`config.mk`:
```
export PLATFORM = sky130hd
export DESIGN_NAME = fifo_wr_arb_ctrl
export DESIGN_NICKNAME = d
export VERILOG_FILES = /design/src/rtl/fifo_wr_arb_ctrl.sv
export SDC_FILE = /design/constraint.sdc
export NUM_CORES = 1
export LEC_CHECK = 0
export ABC_AREA = 1
export BUFFER_PORTS_ARGS = -buffer_cell sky130_fd_sc_hd__buf_4
export CORE_MARGIN = 5
export CORE_UTILIZATION = 56
export CTS_BUF_LIST = sky130_fd_sc_hd__clkbuf_16
export CTS_CLUSTER_DIAMETER = 30
export CTS_CLUSTER_SIZE = 10
export DETAILED_ROUTE_END_ITERATION = 8
export PLACE_DENSITY = 0.84
export SLEW_MARGIN = 10
export SYNTH_ARGS = -nofsm -noshare
export SYNTH_HDL_FRONTEND = slang
export SYNTH_SLANG_ARGS = --single-unit
export TNS_END_PERCENT = 50
```
`constraint.sdc`:
```
create_clock -name wr_clk -period 4.4 [get_ports wr_clk]
set_input_delay 0.22 -clock wr_clk [delete_from_list [all_inputs] [get_ports wr_clk]]
set_output_delay 0.22 -clock wr_clk [all_outputs]
set_load 0.01 [all_outputs]
```
`src/rtl/fifo_wr_arb_ctrl.sv`:
```
// Write-side controller for the async FIFO: round-robin arbitration of two requesters,
// a registered RAM write port, Gray pointer export and full/almost_full/level flags.
module fifo_wr_arb_ctrl #(
    parameter int DATA_WIDTH = 8,
    parameter int ADDR_WIDTH = 4,
    parameter int AF_MARGIN  = 2
) (
    input  logic                  wr_clk,
    input  logic                  wr_rst_n,
    input  logic                  req0_valid,
    input  logic [DATA_WIDTH-1:0] req0_data,
    output logic                  req0_ready,
    input  logic                  req1_valid,
    input  logic [DATA_WIDTH-1:0] req1_data,
    output logic                  req1_ready,
    input  logic [ADDR_WIDTH:0]   rd_ptr_gray,
    output logic                  ram_wr_en,
    output logic [ADDR_WIDTH-1:0] ram_wr_addr,
    output logic [DATA_WIDTH-1:0] ram_wr_data,
    output logic [ADDR_WIDTH:0]   wr_ptr_gray,
    output logic                  full,
    output logic                  almost_full,
    output logic [ADDR_WIDTH:0]   wr_level,
    output logic                  grant_id
);

    localparam int PW = ADDR_WIDTH + 1;
    localparam logic [PW-1:0] DEPTH = {1'b1, {ADDR_WIDTH{1'b0}}};

    function automatic logic [PW-1:0] bin2gray(input logic [PW-1:0] b);
        return b ^ (b >> 1);
    endfunction

    function automatic logic [PW-1:0] gray2bin(input logic [PW-1:0] g);
        logic [PW-1:0] b;
        b[PW-1] = g[PW-1];
        for (int i = PW - 2; i >= 0; i--) begin
            b[i] = b[i+1] ^ g[i];
        end
        return b;
    endfunction

    logic [PW-1:0] wr_bin;
    logic [PW-1:0] rq_sync1;
    logic [PW-1:0] rq_sync2;
    logic          prio;        // 0: requester 0 wins a tie, 1: requester 1 wins
    logic          xfer;
    logic          sel;
    logic [PW-1:0] wr_bin_next;
    logic [PW-1:0] wr_gray_next;
    logic [PW-1:0] level_next;
    logic [PW-1:0] free_next;
    logic          full_next;
    logic          af_next;

    // Handshake: a word moves on a rising edge where reqX_valid && reqX_ready.
    // Ready is driven by arbitration only (reset, full, the other requester's
    // valid and the round-robin priority), never by the requester's own valid.
    always_comb begin
        req0_ready = wr_rst_n && !full && (!req1_valid || !prio);
        req1_ready = wr_rst_n && !full && (!req0_valid ||  prio);
    end

    always_comb begin
        sel          = req1_valid && req1_ready;
        xfer         = (req0_valid && req0_ready) || sel;
        wr_bin_next  = wr_bin + {{ADDR_WIDTH{1'b0}}, xfer};
        wr_gray_next = bin2gray(wr_bin_next);
        full_next    = (wr_gray_next == {~rq_sync2[PW-1:PW-2], rq_sync2[PW-3:0]});
        level_next   = wr_bin_next - gray2bin(rq_sync2);
        free_next    = DEPTH - level_next;
        af_next      = (free_next <= PW'(AF_MARGIN));
    end

    always_ff @(posedge wr_clk or negedge wr_rst_n) begin
        if (!wr_rst_n) begin
            wr_bin      <= '0;
            rq_sync1    <= '0;
            rq_sync2    <= '0;
            prio        <= 1'b0;
            ram_wr_en   <= 1'b0;
            ram_wr_addr <= '0;
            ram_wr_data <= '0;
            wr_ptr_gray <= '0;
            full        <= 1'b0;
            almost_full <= 1'b0;
            wr_level    <= '0;
            grant_id    <= 1'b0;
        end else begin
            rq_sync1    <= rd_ptr_gray;
            rq_sync2    <= rq_sync1;
            wr_bin      <= wr_bin_next;
            // Lags wr_bin by one edge so it publishes only data the RAM has written.
            wr_ptr_gray <= bin2gray(wr_bin);
            full        <= full_next;
            almost_full <= af_next;
            wr_level    <= level_next;
            ram_wr_en   <= xfer;
            if (xfer) begin
                ram_wr_addr <= wr_bin[ADDR_WIDTH-1:0];
                ram_wr_data <= sel ? req1_data : req0_data;
                grant_id    <= sel;
                prio        <= ~sel;
            end
        end
    end

endmodule

```
==> out/results.ini <==
[timing]
hold_viol = 0
drv_slew = 0
fmax_ghz = 0.292
worst_pin_slew_ps = 504
finalCritPeriodShare_pct = 77.9
tns_ps = 0
finalSetupViolCount = 0
fin_skew_ps = 2.55
layout_min_cycle_time_ps = 3430
rsz0062_at_grt = false
max_slew_margin_pct = 66.4

[setup_path]
crit_family = simple AND/OR/NAND/NOR gates
worstRegToRegCells = 16
rr_startpoint = full$_DFF_PN0_
crit_top_cell = ha_1
cp_num_buf_inv = 2
cp-end-kind = register
rr_endpoint = almost_full$_DFF_PN0_
r2r_setup_slack_ps = 970
crit_required_ps = 4620
cp_slowest_cell = dfrtp_1
crit_type = register to register
start_kind = register
path_cells = a211oi_4, nand2_1, nand2_2, ha_1, ha_1, nand3b_1, and2_1, ha_1, inv_1, ha_1, nand2_1, nand3_1, nand3_2, nand2_2, inv_2, nor2_2
critPathMaxFanout = 11
critPathArrivalTime_ps = 3640
max_stage_delay_ps = 420

[clock_tree]
cts.repair.resized = 0
clkTransAtPathRegs_ps = 50
clockRootBuffer = clkbuf_16
cts_made_buffers = 5
postCtsSetupRepairBufs = 0
cts-hold-fix-buffers = 0
cts_max_level = 2
cts_tree = done
cts_sinks = 42
cts_buffer_depth = 2
clkLatencyLatePin_ps = 280

[synthesis]
synth_seq_area_share_pct = 53.4
syn_nets = 232
synth_ff_type = dfrtp_1
synth.largest_area_cell = dfrtp_1
synth_commonest_cells = 42 x dfrtp_1, 34 x nand2_1, 30 x nand3_1, 19 x inv_1, 11 x ha_1
synth-seq-cells = 42
synth_area_um2 = 1970
synth_edf_count = 0
yosysMostFrequentCell = dfrtp_1
synth_area_leaders = dfrtp_1 53%, nand3_1 7.6%, ha_1 7.0%
synthArstFlopShare_pct = 100
yosys.cell_types.count = 27
synth_cells = 196
synth_top_area_share_pct = 53.4
yosysWarnings = 0
avgSynthCellArea_um2 = 10.0

[final_layout]
final_area_um2 = 2540
syn2layout_area_growth_pct = 29.3
diodes = 0
layout.nets = 289
drive_gt1_share_pct = 33.6
fill_cells = 262

[detailed_routing]
ant_nets = 0
wirelength_um = 3660
first_pass_iters = 4
vias = 1474
wl_per_cell_um = 12.3
drtIter0Drc = 61
vias_per_cell = 4.93
drc = 0

[power]
p_per_area_nw_per_um2 = 756
peakVddDrop_v = 0.000460
p_leak_nw = 1.34

[floorplan]
die_y_um = 69.3
fp-row-count = 21
fp.coreArea_um2 = 3360
io_pins = 53
initial_core_util_pct = 58.5
die_area_um2 = 4800
die_width_um = 69.3

[global_routing]
gr-total-overflow = 0
grt_start_max_net_pins = 43
grt_pass1_vias = 1459
grt.total_usage_pct = 16.4
antenna_found_initial = 0
grt_pass1_wl_um = 6420

[place]
gp_congestion = 0.789
dp_hpwl_um = 2780
io_buffers = 52
dpl_cell_area_um2 = 2410

[run]
maxCapViolCount = 0

[status]
outcome = finished, final reports clean

[min_path]
hold_path_class = input pin to async pin

==> per-layer routing <==
layer / vias up / routed length, um / GRT usage (%) / share of wire, %
met5: - / 0 / 0 / 0
met4: 0 / 61 / 6.51 / 1.7
met3: 6 / 285 / 5.80 / 7.8
met2: 41 / 1780 / 27.8 / 49
met1: 677 / 1540 / 19.0 / 42
li1: 750 / - / - / -
==> worst register-to-register path: cells and delay by family (launching register included) <==
kind | cells | cell delay [ps]
AND/OR/NAND/NOR | 9 | 1380
adder cells (fa/ha/maj) | 4 | 1060
flip-flops | 1 | 420
AO/OA/AOI/OAI | 1 | 400
buffers and inverters | 2 | 120
==> layout by cell type (no fill, tap or decap), types with 2 or more instances in the layout <==
master / synthesis / layout
buf_4: 0 / 53
dfrtp_1: 42 / 42
nand2_1: 34 / 34
nand3_1: 30 / 30
inv_1: 19 / 19
ha_1: 11 / 11
nand2_2: 9 / 9
xor2_1: 8 / 8
nand3_2: 6 / 6
nor2_1: 6 / 6
clkbuf_16: 0 / 5
inv_2: 4 / 4
mux2_1: 4 / 4
a21oi_1: 3 / 3
o21ai_0: 3 / 3
clkinv_2: 1 / 3
nor2_2: 2 / 2
o21ai_1: 2 / 2
==> kinds of logic (layout without fill, tap and decap cells) <==
family                     Yosys count  in the layout  share of synthesized area (%)
DFF                                 42             42                           53.4
xor gates and xnor gates             9              9                           4.01
muxes                                4              4                           2.29
AOI/OAI and AO/OA                   12             12                           4.45
buffers and inverters               27             84                           5.34
adders and majority gates           11             11                           7.00
and+or+nand+nor                     91             91                           23.5
==> through the flow <==
| step | instances | hold WS (ps) | power [mW] | setup WS, ps | utilization, % |
|---|---|---|---|---|---|
| after floorplan | 196 | -75.6 | 1.27 | 1450 | - |
| after global placement | 292 | 317 | 1.58 | 1150 | 71.6 |
| after detailed placement | 292 | 329 | 1.61 | 1020 | 71.6 |
| after CTS | 299 | 32.8 | 1.95 | 968 | 75.6 |
| after global routing | 299 | 34.6 | 2.10 | 683 | 75.6 |
| final | 299 | 18.1 | 1.92 | 971 | 75.6 |
==> where the power goes <==
part | switching, mW | internal [mW]
combinational | 0.526 | 0.435
sequential | 0.0883 | 0.540
clock | 0.130 | 0.204
==> registers in the layout, indices dropped and copies added, names as in the netlist <==
| signal | flops |
|---|---|
| ram_wr_data | 8 |
| rq_sync1 | 5 |
| rq_sync2 | 5 |
| wr_bin | 5 |
| wr_level | 5 |
| wr_ptr_gray | 5 |
| ram_wr_addr | 4 |
| almost_full | 1 |
| full | 1 |
| grant_id | 1 |
| prio | 1 |
| ram_wr_en | 1 |
==> worst max path at each step <==
| stage | endpoint | start | slack [ps] | cells after the start |
|---|---|---|---|---|
| floorplan | almost_full$_DFF_PN0_ | full$_DFF_PN0_ | 1450 | 16 |
| global placement | almost_full$_DFF_PN0_ | full$_DFF_PN0_ | 1150 | 15 |
| detailed placement | almost_full$_DFF_PN0_ | full$_DFF_PN0_ | 1020 | 16 |
| CTS | almost_full$_DFF_PN0_ | full$_DFF_PN0_ | 970 | 16 |
| global route | almost_full$_DFF_PN0_ | full$_DFF_PN0_ | 680 | 16 |
| finish | almost_full$_DFF_PN0_ | full$_DFF_PN0_ | 970 | 16 |
==> cell type report <==
type / count / area, um^2 / share of cell area, %
clock buffer: 5 / 125 / 4.92
multi-input combinational: 127 / 811 / 31.9
sequential: 42 / 1050 / 41.3
timing repair buffer: 53 / 398 / 15.6
tap: 46 / 57.6 / 2.26
clock inverter: 2 / 10.0 / 0.394
inverter: 24 / 91.3 / 3.59
(Power assumes the default switching activity.)
